## src/rtl/ram_port_arbiter_pkg.sv

```systemverilog
// Shared sizing and FSM encoding for the two-requester RAM port arbiter.
package ram_port_arbiter_pkg;
  localparam int RAM_ADDR_W = 4;
  localparam int RAM_DATA_W = 8;
  localparam int RAM_DEPTH  = 16;
  localparam int NUM_REQ    = 2;

  typedef enum logic {
    ST_IDLE  = 1'b0,
    ST_CLEAR = 1'b1
  } state_t;
endpackage

```

## src/rtl/dual_port_ram_16x8.sv

```systemverilog
// Simple dual-port RAM: one write port, one registered read port, write-first on address collision.
module dual_port_ram_16x8
  import ram_port_arbiter_pkg::*;
#(
  parameter int ADDR_W = RAM_ADDR_W,
  parameter int DATA_W = RAM_DATA_W
) (
  input  logic              i_clk,
  input  logic              i_rst,
  input  logic              i_we,
  input  logic [ADDR_W-1:0] i_waddr,
  input  logic [DATA_W-1:0] i_wdata,
  input  logic              i_re,
  input  logic [ADDR_W-1:0] i_raddr,
  output logic [DATA_W-1:0] o_rdata
);
  logic [DATA_W-1:0] r_mem [2**ADDR_W];
  logic [DATA_W-1:0] r_rdata;

  // Storage has no reset: contents survive rst and are cleared only by explicit writes.
  always_ff @(posedge i_clk)
    if (i_we) r_mem[i_waddr] <= i_wdata;

  always_ff @(posedge i_clk)
    if (i_rst)     r_rdata <= '0;
    else if (i_re) r_rdata <= (i_we && (i_waddr == i_raddr)) ? i_wdata : r_mem[i_raddr];

  assign o_rdata = r_rdata;
endmodule

```

## src/rtl/ram_port_arbiter.sv

```systemverilog
// Two requesters share one RAM; write and read ports each get an independent round-robin arbiter.
module ram_port_arbiter
  import ram_port_arbiter_pkg::*;
#(
  parameter int ADDR_W = RAM_ADDR_W,
  parameter int DATA_W = RAM_DATA_W
) (
  input  logic              clk,
  input  logic              rst_n,
  input  logic              init_start,
  output logic              init_busy,
  input  logic              a_wr_req,
  input  logic              b_wr_req,
  input  logic [ADDR_W-1:0] a_wr_addr,
  input  logic [ADDR_W-1:0] b_wr_addr,
  input  logic [DATA_W-1:0] a_wr_data,
  input  logic [DATA_W-1:0] b_wr_data,
  output logic              a_wr_gnt,
  output logic              b_wr_gnt,
  input  logic              a_rd_req,
  input  logic              b_rd_req,
  input  logic [ADDR_W-1:0] a_rd_addr,
  input  logic [ADDR_W-1:0] b_rd_addr,
  output logic              a_rd_gnt,
  output logic              b_rd_gnt,
  output logic              a_rd_valid,
  output logic              b_rd_valid,
  output logic [DATA_W-1:0] a_rd_data,
  output logic [DATA_W-1:0] b_rd_data
);
  state_t            r_state, w_state_nxt;
  logic [ADDR_W-1:0] r_clr_cnt;
  logic              r_wr_ptr, r_rd_ptr;  // 0: A holds priority, 1: B holds priority
  logic              w_arb_en, w_busy;
  logic              r_a_rd_valid, r_b_rd_valid;
  logic [DATA_W-1:0] r_a_rd_hold, r_b_rd_hold;
  logic              w_ram_we, w_ram_re;
  logic [ADDR_W-1:0] w_ram_waddr, w_ram_raddr;
  logic [DATA_W-1:0] w_ram_wdata, w_ram_rdata;

  always_ff @(posedge clk or negedge rst_n)
    if (!rst_n) r_state <= ST_IDLE;
    else        r_state <= w_state_nxt;

  always_comb begin
    w_state_nxt = r_state;
    w_arb_en    = 1'b0;
    w_busy      = 1'b0;
    case (r_state)
      ST_IDLE: begin
        // Gating on rst_n keeps grants low while reset is asserted.
        w_arb_en = rst_n;
        if (init_start) w_state_nxt = ST_CLEAR;
      end
      ST_CLEAR: begin
        w_busy = 1'b1;
        if (r_clr_cnt == '1) w_state_nxt = ST_IDLE;
      end
    endcase
  end

  assign init_busy = w_busy;

  always_ff @(posedge clk or negedge rst_n)
    if (!rst_n)                  r_clr_cnt <= '0;
    else if (r_state == ST_CLEAR) r_clr_cnt <= r_clr_cnt + 1'b1;

  assign a_wr_gnt = w_arb_en && a_wr_req && (!b_wr_req || !r_wr_ptr);
  assign b_wr_gnt = w_arb_en && b_wr_req && (!a_wr_req ||  r_wr_ptr);
  assign a_rd_gnt = w_arb_en && a_rd_req && (!b_rd_req || !r_rd_ptr);
  assign b_rd_gnt = w_arb_en && b_rd_req && (!a_rd_req ||  r_rd_ptr);

  always_ff @(posedge clk or negedge rst_n)
    if (!rst_n) begin
      r_wr_ptr <= 1'b0;
      r_rd_ptr <= 1'b0;
    end else begin
      if (a_wr_gnt)      r_wr_ptr <= 1'b1;
      else if (b_wr_gnt) r_wr_ptr <= 1'b0;
      if (a_rd_gnt)      r_rd_ptr <= 1'b1;
      else if (b_rd_gnt) r_rd_ptr <= 1'b0;
    end

  always_comb begin
    w_ram_we    = a_wr_gnt || b_wr_gnt;
    w_ram_waddr = b_wr_gnt ? b_wr_addr : a_wr_addr;
    w_ram_wdata = b_wr_gnt ? b_wr_data : a_wr_data;
    if (r_state == ST_CLEAR) begin
      w_ram_we    = 1'b1;
      w_ram_waddr = r_clr_cnt;
      w_ram_wdata = '0;
    end
  end

  assign w_ram_re    = a_rd_gnt || b_rd_gnt;
  assign w_ram_raddr = b_rd_gnt ? b_rd_addr : a_rd_addr;

  dual_port_ram_16x8 #(.ADDR_W(ADDR_W), .DATA_W(DATA_W)) u_ram (
    .i_clk   (clk),
    .i_rst   (1'b0),
    .i_we    (w_ram_we),
    .i_waddr (w_ram_waddr),
    .i_wdata (w_ram_wdata),
    .i_re    (w_ram_re),
    .i_raddr (w_ram_raddr),
    .o_rdata (w_ram_rdata)
  );

  // RAM output only moves on a granted read, so it is stable for the valid cycle.
  always_ff @(posedge clk or negedge rst_n)
    if (!rst_n) begin
      r_a_rd_valid <= 1'b0;
      r_b_rd_valid <= 1'b0;
      r_a_rd_hold  <= '0;
      r_b_rd_hold  <= '0;
    end else begin
      r_a_rd_valid <= a_rd_gnt;
      r_b_rd_valid <= b_rd_gnt;
      if (r_a_rd_valid) r_a_rd_hold <= w_ram_rdata;
      if (r_b_rd_valid) r_b_rd_hold <= w_ram_rdata;
    end

  assign a_rd_valid = r_a_rd_valid;
  assign b_rd_valid = r_b_rd_valid;
  assign a_rd_data  = r_a_rd_valid ? w_ram_rdata : r_a_rd_hold;
  assign b_rd_data  = r_b_rd_valid ? w_ram_rdata : r_b_rd_hold;
endmodule

```

## config.mk

```make
export PLATFORM = sky130hd
export DESIGN_NAME = ram_port_arbiter
export DESIGN_NICKNAME = d
export VERILOG_FILES = /design/src/rtl/ram_port_arbiter_pkg.sv /design/src/rtl/dual_port_ram_16x8.sv /design/src/rtl/ram_port_arbiter.sv
export SDC_FILE = /design/constraint.sdc
export NUM_CORES = 1
export LEC_CHECK = 0
export BUFFER_PORTS_ARGS = -buffer_cell sky130_fd_sc_hd__buf_2
export CAP_MARGIN = 20
export CORE_MARGIN = 5
export CORE_UTILIZATION = 59
export CTS_BUF_LIST = sky130_fd_sc_hd__clkbuf_4 sky130_fd_sc_hd__clkbuf_8 sky130_fd_sc_hd__clkbuf_16
export CTS_CLUSTER_DIAMETER = 150
export DETAILED_ROUTE_END_ITERATION = 8
export PLACE_DENSITY_LB_ADDON = 0.3
export SYNTH_ARGS = -nofsm -noshare
export SYNTH_HDL_FRONTEND = slang
export SYNTH_HIERARCHICAL = 1
export SYNTH_SLANG_ARGS = --single-unit
```

## constraint.sdc

```tcl
create_clock -name clk -period 3.2 [get_ports clk]
set_input_delay 0.16 -clock clk [delete_from_list [all_inputs] [get_ports clk]]
set_output_delay 0.16 -clock clk [all_outputs]
set_load 0.005 [all_outputs]
```

==> impl_metrics.py, run 1 <==
metrics = {
    "outcome": {
        "status": "completed",
    },
    "pwr": {
        "finalPower_mw": 7.101,
        "p_leak_nw": 3.090,
        "irDropWorstVdd_mv": 0.6474,
        "powerDensity_nw_per_um2": 890.6,
    },
    "global_routing": {
        "grt_pass1_wl_um": 22510,
        "grt_pass1_vias": 4021,
        "grt_util_met2": 0.3816,
        "antenna_found_initial": 0,
        "grtUsageTotal": 0.2339,
        "grt_max_degree": 35,
        "gr-total-overflow": 0,
        "met3_usage": 0.05347,
        "grt_busiest_layer": "met2",
        "use_met1": 0.3036,
    },
    "clocking": {
        "numCtsBuffers": 17,
        "cts_resized": 0,
        "ctsHtreeMaxLevel": 4,
        "tritoncts": "built",
        "cts_num_sinks": 161,
        "clock_latency_ns": 0.43,
        "clk_path_buf_depth": 2,
        "cts-root-buf": "clkbuf_16",
        "clk_pin_slew_ns": 0.06,
    },
    "final_layout": {
        "n_antenna_cell": 0,
        "final_core_util": 0.7044,
        "final_nets": 543,
        "seqCellArea_um2": 4629,
        "multiInputGateArea_um2": 1979,
        "area_growth_pct": 17.67,
        "fillers": 730,
        "drive_above_1_share": 0.3152,
    },
    "die": {
        "start_util": 0.5986,
        "dieArea_um2": 13730,
        "core_region_area_um2": 11320,
        "io_pins": 62,
        "die_w_um": 117.2,
        "die_h_um": 117.2,
        "rows": 39,
    },
    "synth": {
        "syn_nets": 450,
        "synth_seq_area_share": 0.6832,
        "synth_flop_cell": "edfxtp_1",
        "syn_area_um2": 6776,
        "synth_edf_count": 128,
        "yosys-top-cells-area": "edfxtp_1 57%, dfrtp_1 9.2%, mux4_1 6.2%",
        "avgSynthCellArea_um2": 16.53,
        "yosysWarnings": 6,
        "synth.ff_latch_count": 161,
        "postSynth.asyncResetShare": 0.1553,
        "synth_cell_types": 42,
        "yosysTopAreaCellShare": 0.5672,
        "synthCells": 410,
        "synth_top_cell_by_area": "edfxtp_1",
    },
    "drt": {
        "drtPass1Iterations": 5,
        "route.detailed.drc": 0,
        "wl_per_cell_um": 23.37,
        "drt_iter0_markers": 363,
        "drt-total-wl_um": 15360,
        "drt-vias-per-instance": 6.085,
        "ant_nets": 0,
        "vias": 3998,
    },
    "sta": {
        "clock_skew_ns": 0.007892,
        "clock.fmax_ghz": 0.3436,
        "hold_viol_final": 0,
        "final.setup.tns_ns": 0,
        "slew_violations": 0,
        "worst_slack_ns": 0.2895,
        "setup_viol": 0,
        "slew_headroom": 0.3152,
        "worst_pin_slew_ns": 1.027,
        "rsz0062_at_grt": "no",
        "post-route-min-period_ns": 2.911,
        "min_period_over_period": 0.9095,
    },
    "critical_path": {
        "path_max_fanout": 34,
        "worstPathRequired_ns": 3.55,
        "reg2reg_slack_ns": 0.29,
        "critical_path_class": "flip-flop to flip-flop",
        "worstSetupStartpointType": "flip-flop",
        "cp.arrival_ns": 3.27,
        "end_kind": "flip-flop",
    },
    "run": {
        "maxCapViolations": 0,
    },
    "placed_design": {
        "portBuffers": 61,
        "place_ws_ns": 0.3279,
        "place_congestion": 0.8716,
        "place_hpwl_um": 9955,
    },
    "worst_hold_path": {
        "min_path_type": "input pin to flip-flop",
    },
}
state kept, by name (all words and copies together), names as in the netlist:
name,count
b_rd_valid,1
r_rd_ptr,1
r_b_rd_hold,8
r_wr_ptr,1
r_state,1
u_ram/o_rdata,8
r_a_rd_hold,8
a_rd_valid,1
u_ram/r_mem,128
r_clr_cnt,4
worst paths after layout:
path                         startpoint                to  depth (start not counted)
max in group asynchronous         rst_n    r_a_rd_hold[5]                          4
max                            r_rd_ptr  u_ram/o_rdata[6]                          7
min in group asynchronous         rst_n      r_clr_cnt[2]                          3
min reg2reg                r_clr_cnt[2]      r_clr_cnt[2]                          1
max reg2reg                    r_rd_ptr  u_ram/o_rdata[6]                          7
min                            a_wr_req          r_wr_ptr                          3
Yosys cell counts, types with 2 or more instances:
cell and instances:
edfxtp_1 128, nor2_1 30, dfrtp_1 25, mux2_2 23
mux2i_1 18, o21ai_0 17, mux4_1 16, nand2_1 14
nand2b_1 13, nand3_1 13, a31oi_1 11, buf_2 10
clkbuf_1 8, dfxtp_1 8, mux4_2 8, o41ai_1 8
a221oi_1 6, xnor2_1 6, a21oi_1 4, and2_1 4
buf_6 4, mux2_1 4, nor3_1 4, a221o_1 3
nand3b_1 3, a2bb2oi_1 2, buf_4 2, nor2b_1 2
o21a_1 2, or2_2 2
placed cells by master, fill, tap and decap left out, drive strengths merged, types with 9 or more instances in the layout:
cell type,count
nand2,14
mux4,24
mux2i,18
a31oi,11
dfrtp,25
o21ai,17
edfxtp,128
buf,97
nor2,30
clkbuf,18
clkinv,9
nand2b,13
mux2,27
nand3,13
metrics by stage:
| step | hold slack [ns] | std cells | area [um^2] |
|---|---|---|---|
| 2_1_floorplan | -0.1356 | 410 | 6777 |
| 3_3_place_gp | 0.1263 | 624 | 7367 |
| 3_5_place_dp | 0.1353 | 624 | 7367 |
| 4_1_cts | 0.01914 | 657 | 7974 |
| 5_1_grt | 0.04559 | 657 | 7974 |
| 6_report | 0.04034 | 657 | 7974 |
final cells by class:
class,count,share of cell area
Multi-Input combinational cell,222,0.2482
Clock inverter,12,0.01804
Clock buffer,18,0.05429
Sequential cell,161,0.5806
Inverter,1,0.0004707
Tap cell,143,0.02244
Timing Repair Buffer,100,0.07595
power breakdown:
group	switching [mW]	internal, mW
clock	0.770	1.22
combinational	1.18	0.742
sequential	0.177	3.02
total	2.13	4.97
per-layer routing:
metal  vias to the layer above  wire (um)
li1                       1802          -
met1                      1970       6113
met2                       195       7520
met3                        31       1356
met4                         0        367
met5                         -          0
worst max-delay path, stage by stage, from the launching register on:
cell	delay, ns
dfrtp_1	0.39
nand2b_1	0.15
and3_1	0.20
mux2_2	0.92
xnor2_1	0.20
nand3_1	0.35
o21a_1	0.41
a31oi_1	0.20
repair_timing:
item                                    CTS  global route
endpoints found under the hold margin    27             0
hold buffers                              3             0
buffers inserted                          0             0
endpoints found under the setup margin    0             0
cell families (layout without fill, tap and decap cells):
family / Yosys count / after routing / share of synthesized area
AO/OA/AOI/OAI: 54 / 54 / 0.05428
multiplexers: 69 / 69 / 0.1601
adder cells (fa/ha/maj): 1 / 1 / 0.001846
flip-flops: 161 / 161 / 0.6832
XOR/XNOR: 7 / 7 / 0.009047
buffers and inverters: 27 / 131 / 0.02474
AND/OR/NAND/NOR: 90 / 90 / 0.06628
other: 1 / 1 / 0.0005534
No activity file was read; power rests on OpenSTA's default activity.
==> run 2, diff against run 1 <==
--- a/config.mk
+++ b/config.mk
@@ -12,6 +12,7 @@
 export CTS_BUF_LIST = sky130_fd_sc_hd__clkbuf_4 sky130_fd_sc_hd__clkbuf_8 sky130_fd_sc_hd__clkbuf_16
 export CTS_CLUSTER_DIAMETER = 150
 export DETAILED_ROUTE_END_ITERATION = 8
+export GPL_TIMING_DRIVEN = 0
 export PLACE_DENSITY_LB_ADDON = 0.3
 export SYNTH_ARGS = -nofsm -noshare
 export SYNTH_HDL_FRONTEND = slang
==> impl_metrics.py, run 2 (same netlist as run 1, synthesis figures left out) <==
metrics = {
    "critical_path": {
        "critPathSlowestCell": "dlygate4sd3_1",
        "max_stage_delay_ns": 0.52,
        "reg2reg_slack_ns": 0.24,
        "cp_cell_sequence": "dlygate4sd3_1 -> buf_2 -> nor2b_4 -> and3_1 -> buf_2 -> mux2_1 -> buf_6 -> buf_6 -> and2_1 -> buf_2 -> a221oi_1 -> o21ai_0 -> a31oi_1",
        "cp_num_buf_inv": 6,
        "end_kind": "flip-flop",
        "critical_path_class": "input pin to flip-flop",
        "worstSetupStartpointType": "input pin",
        "path_max_fanout": 10,
        "rr_endpoint": "u_ram/r_mem[0][1]",
        "cp.arrival_ns": 3.38,
        "cpMostUsedCell": "buf_2",
        "r2r_cells": 7,
        "worstPathRequired_ns": 3.54,
        "rr_startpoint": "r_state",
        "path_delay_family": "buffers and inverters",
    },
    "placed_design": {
        "portBuffers": 61,
        "place_hpwl_um": 9886,
        "place_inst": 626,
        "place_congestion": 0.8305,
    },
    "final_layout": {
        "fillers": 706,
        "layout_common_cells": "128 x edfxtp_1, 73 x buf_2, 30 x nor2_1",
        "multiInputGateArea_um2": 1979,
        "largest_register_ffs": 128,
        "area_growth_pct": 18.57,
        "regMostFlops": "u_ram/r_mem",
        "final_common_cell": "edfxtp_1",
        "drive_above_1_share": 0.3038,
        "seqCellArea_um2": 4629,
        "final_cells": 663,
        "n_antenna_cell": 0,
        "final_nets": 547,
    },
    "sta": {
        "slew_headroom": 0.4523,
        "clock_skew_ns": 0.006343,
        "setup_viol": 0,
        "post-route-min-period_ns": 3.035,
        "slew_violations": 0,
        "clock.fmax_ghz": 0.3295,
        "hold_viol_final": 0,
        "min_period_over_period": 0.9483,
        "worst_pin_slew_ns": 0.8185,
        "rsz0062_at_grt": "no",
    },
    "clocking": {
        "numCtsBuffers": 17,
        "cts_resized": 0,
        "tritoncts": "built",
        "clk_path_buf_depth": 2,
        "clk_pin_slew_ns": 0.06,
        "cts_num_sinks": 161,
        "ctsHtreeMaxLevel": 4,
        "cts_setup_buffers": 0,
        "cts-root-buf": "clkbuf_16",
        "clock_latency_ns": 0.42,
    },
    "global_routing": {
        "use_met1": 0.2989,
        "grt_util_met2": 0.3405,
        "grt_busiest_layer": "met2",
        "gr-total-overflow": 0,
        "grt_max_degree": 26,
        "grt_pass1_wl_um": 21570,
        "grt_pass1_vias": 3934,
        "grtUsageTotal": 0.2203,
        "antenna_found_initial": 0,
        "met3_usage": 0.06118,
    },
    "drt": {
        "drt_iter0_markers": 278,
        "route.detailed.drc": 0,
        "drtPass1Iterations": 4,
        "drt-total-wl_um": 14300,
        "ant_nets": 0,
        "drt-vias-per-instance": 6.020,
        "vias": 3991,
        "wl_per_cell_um": 21.57,
    },
    "pwr": {
        "p_clk_frac": 0.293,
        "p_leak_nw": 3.082,
        "powerDensity_nw_per_um2": 877.8,
        "internal_power_mw": 4.952,
        "pwr-share-seq": 0.453,
        "p_switching_mw": 2.101,
        "p_comb_frac": 0.254,
        "finalPower_mw": 7.053,
        "irDropWorstVdd_mv": 0.5630,
        "p_sw_frac": 0.2979,
    },
    "die": {
        "die_w_um": 117.2,
        "rows": 39,
        "start_util": 0.5986,
        "dieArea_um2": 13730,
        "die_h_um": 117.2,
        "io_pins": 62,
        "core_region_area_um2": 11320,
    },
    "worst_hold_path": {
        "min_path_type": "input pin to flip-flop",
        "hold_depth": 3,
        "worstHoldEndpoint": "r_wr_ptr",
        "hold_start": "a_wr_req",
    },
    "outcome": {
        "status": "completed",
    },
    "run": {
        "maxCapViolations": 0,
    },
}
==> run 2: cell types whose count changed in the layout (fill, tap and decap cells not counted), sizes merged <==
cell / delta
buf: -5
clkinv: -5
clkinvlp: +2
clkbuf: +8
inv: +5
dlygate4sd3: +1
==> run 2: power groups by stage <==
stage	Combinational, mW	Sequential (mW)	Clock, mW
after floorplan	1.17	3.17	0
after global placement	1.65	3.21	0
after detailed placement	1.77	3.23	0
after CTS	1.79	3.19	2.10
after global routing	1.95	3.24	2.20
final	1.79	3.19	2.07
==> run 2: per-stage QoR <==
step	setup TNS (ns)	util	setup WS [ns]	cell area, um^2	hold slack (ns)
floorplan	0	-	0.4976	6777	-0.1356
global placement	-2.515	0.6414	-0.2532	7261	0.2053
detailed placement	-0.5751	0.6505	-0.1303	7365	0.2258
CTS	0	0.7098	0.2375	8035	0.02078
global route	0	0.7098	0.08082	8035	0.05944
finish	0	0.7098	0.1655	8035	0.04001
==> run 2: metal layers <==
| layer | vias up | share of wire |
|---|---|---|
| met4 | 0 | 0.025 |
| met1 | 1984 | 0.43 |
| li1 | 1810 | - |
| met5 | - | 0 |
| met3 | 27 | 0.067 |
| met2 | 170 | 0.48 |
==> run 2: worst min-delay path: cells and delay by family <==
kind / cells / cell delay, ns
AND/OR/NAND/NOR: 1 / 0.07
AO/OA/AOI/OAI: 1 / 0.07
buffers and inverters: 1 / 0.12
==> run 2: worst max path at each step <==
stage	cells past startpoint	slack, ns	endpoint	startpoint
after CTS	13	0.24	u_ram/o_rdata[6]	rst_n
after detailed placement	12	-0.13	u_ram/o_rdata[2]	rst_n
after global routing	13	0.08	u_ram/o_rdata[2]	rst_n
after global placement	7	-0.25	u_ram/r_mem[0][6]	rst_n
final	13	0.17	u_ram/o_rdata[6]	rst_n
after floorplan	6	0.50	u_ram/r_mem[0][0]	r_state
==> run 2: what timing repair did <==
action | in CTS | in global routing
endpoints found under the setup margin | 0 | 0
hold buffers | 5 | 0
endpoints found under the hold margin | 28 | 0
==> run 2: area by class of cell <==
type / instances / area share
Clock inverter: 14 / 0.02211
Sequential cell: 161 / 0.5761
Clock buffer: 18 / 0.05388
Inverter: 1 / 0.0004671
Multi-Input combinational cell: 222 / 0.2463
Timing Repair Buffer: 78 / 0.05839
Buffer: 26 / 0.02040
Tap cell: 143 / 0.02227
==> run 3, diff against run 2 <==
--- a/config.mk
+++ b/config.mk
@@ -5,6 +5,7 @@
 export SDC_FILE = /design/constraint.sdc
 export NUM_CORES = 1
 export LEC_CHECK = 0
+export ABC_AREA = 1
 export BUFFER_PORTS_ARGS = -buffer_cell sky130_fd_sc_hd__buf_2
 export CAP_MARGIN = 20
 export CORE_MARGIN = 5
==> impl_metrics.py, run 3 <==
metrics = {
    "clocking": {
        "clk_pin_slew_ns": 0.06,
        "ctsHtreeMaxLevel": 4,
        "cts_setup_buffers": 0,
        "cts-root-buf": "clkbuf_16",
        "numCtsBuffers": 17,
        "clock_latency_ns": 0.43,
        "clk_path_buf_depth": 2,
        "cts_num_sinks": 161,
        "tritoncts": "built",
    },
    "sta": {
        "clock_skew_ns": 0.008788,
        "min_period_over_period": 0.9121,
        "post-route-min-period_ns": 2.919,
        "rsz0062_at_grt": "no",
        "slew_violations": 0,
        "clock.fmax_ghz": 0.3426,
        "slew_headroom": 0.4474,
        "setup_viol": 0,
        "worst_slack_ns": 0.2814,
        "hold_viol_final": 0,
        "final.setup.tns_ns": 0,
        "worst_pin_slew_ns": 0.8259,
    },
    "synth": {
        "synth.ff_latch_count": 161,
        "synth_commonest_cells": "218 x nand2_1, 128 x edfxtp_1, 100 x nand3_1",
        "yosys.cell_count.top_type": "nand2_1",
        "synthCells": 699,
        "yosys-top-cells-area": "edfxtp_1 54%, nand2_1 11%, dfrtp_1 8.8%",
        "synth_seq_area_share": 0.6504,
        "synth_cell_types": 31,
        "yosysWarnings": 6,
        "synth_top_cell_by_area": "edfxtp_1",
        "synth_flop_cell": "edfxtp_1",
        "yosysTopAreaCellShare": 0.5400,
        "syn_area_um2": 7118,
        "avgSynthCellArea_um2": 10.18,
        "syn_nets": 739,
        "synth_edf_count": 128,
        "postSynth.asyncResetShare": 0.1553,
    },
    "final_layout": {
        "final_common_cell": "nand2_1",
        "drive_above_1_share": 0.1788,
        "area_growth_pct": 15.80,
        "final_cells": 941,
        "final_core_util": 0.6920,
        "layout_common_cells": "218 x nand2_1, 128 x edfxtp_1, 100 x nand3_1",
        "regMostFlops": "u_ram/r_mem",
        "final_nets": 821,
        "n_antenna_cell": 0,
        "largest_register_ffs": 128,
    },
    "drt": {
        "wl_per_cell_um": 18.69,
        "drt-total-wl_um": 17590,
        "drt_iter0_markers": 664,
        "drtPass1Iterations": 5,
        "drt-vias-per-instance": 5.601,
        "ant_nets": 0,
        "vias": 5271,
        "route.detailed.drc": 0,
    },
    "critical_path": {
        "cp.arrival_ns": 2.98,
        "worstPathRequired_ns": 3.26,
        "reg2reg_slack_ns": 0.59,
        "worstSetupStartpointType": "input pin",
        "path_max_fanout": 26,
        "critical_path_class": "input pin to flip-flop",
        "end_kind": "flip-flop",
    },
    "pwr": {
        "finalPower_mw": 7.209,
        "powerDensity_nw_per_um2": 874.6,
        "p_leak_nw": 3.705,
        "irDropWorstVdd_mv": 0.5622,
    },
    "global_routing": {
        "grt_max_degree": 27,
        "gr-total-overflow": 0,
        "grt_pass1_wl_um": 27530,
        "grt_pass1_vias": 5283,
        "antenna_found_initial": 0,
        "grtUsageTotal": 0.2586,
    },
    "placed_design": {
        "portBuffers": 61,
        "place_ws_ns": 0.2197,
        "place_congestion": 0.9764,
        "place_hpwl_um": 11990,
        "place_inst": 907,
    },
    "worst_hold_path": {
        "min_path_type": "input pin to flip-flop",
    },
    "die": {
        "io_pins": 62,
        "dieArea_um2": 14360,
        "rows": 40,
        "core_region_area_um2": 11910,
        "die_h_um": 119.8,
        "start_util": 0.5976,
        "die_w_um": 119.8,
    },
    "run": {
        "maxCapViolations": 0,
    },
    "outcome": {
        "status": "completed",
    },
}
run 3: area by class of cell:
type	instances	area (um^2)
plain buffers	32	206.4
flip-flops and latches	161	4629
well taps	147	183.9
clock buffers	20	447.9
fillers	867	3669
repair buffers	63	327.8
clock inverters	12	165.2
inverters	71	271.5
multi-input cells	435	2011
run 3: metal layers:
metal | global-route usage | vias to the layer above | wire length (um)
li1 | - | 2479 | -
met1 | 0.3161 | 2513 | 6554
met2 | 0.4364 | 233 | 9126
met3 | 0.06032 | 46 | 1283
met4 | 0.1210 | 0 | 625
met5 | 0 | - | 0
run 3: kinds of logic after synthesis:
family          after synthesis  synth area share
simple gates                377            0.2222
buf+inv                     103           0.06715
fa+ha+maj                     1          0.001757
compound gates               36           0.02777
flops                       161            0.6504
xor+xnor                      4          0.004923
mux                          16           0.02531
other cells                   1         0.0005268
run 3: repair_timing:
item,CTS,global route
gates resized for setup,0,1
hold endpoints to repair,26,0
hold buffers,2,0
setup endpoints to repair,0,72
run 3: power breakdown:
group	internal [mW]	switching [mW]
Clock	1.32	0.770
Combinational	0.539	1.38
Sequential	3.03	0.172
run 3: worst paths after layout:
path                                startpoint                 to  cells after the start
worst max-delay path                     rst_n  u_ram/r_mem[2][5]                     11
worst min-delay path                  b_rd_req         b_rd_valid                      3
worst max register to register         r_state  u_ram/r_mem[2][5]                      8
worst min register to register  r_a_rd_hold[5]     r_a_rd_hold[5]                      1
max in group asynchronous                rst_n       r_clr_cnt[2]                      2
min in group asynchronous                rst_n     r_b_rd_hold[4]                      2
run 3: through the flow:
step	hold slack [ns]	area, um^2
4_1_cts	0.02754	8240
3_3_place_gp	0.1659	7607
2_1_floorplan	-0.1356	7118
5_1_grt	0.05599	8243
6_report	0.04581	8243
3_5_place_dp	0.1877	7607
run 3: critical path, stage by stage:
cell and delay, ns:
dlygate4sd3_1 0.52, clkbuf_4 0.36, inv_1 0.13, nor2_4 0.15, nand3_2 0.14, buf_2 0.22
nand3_1 0.08, nand3_1 0.22, inv_1 0.14, nand3_1 0.16, nor2_1 0.68
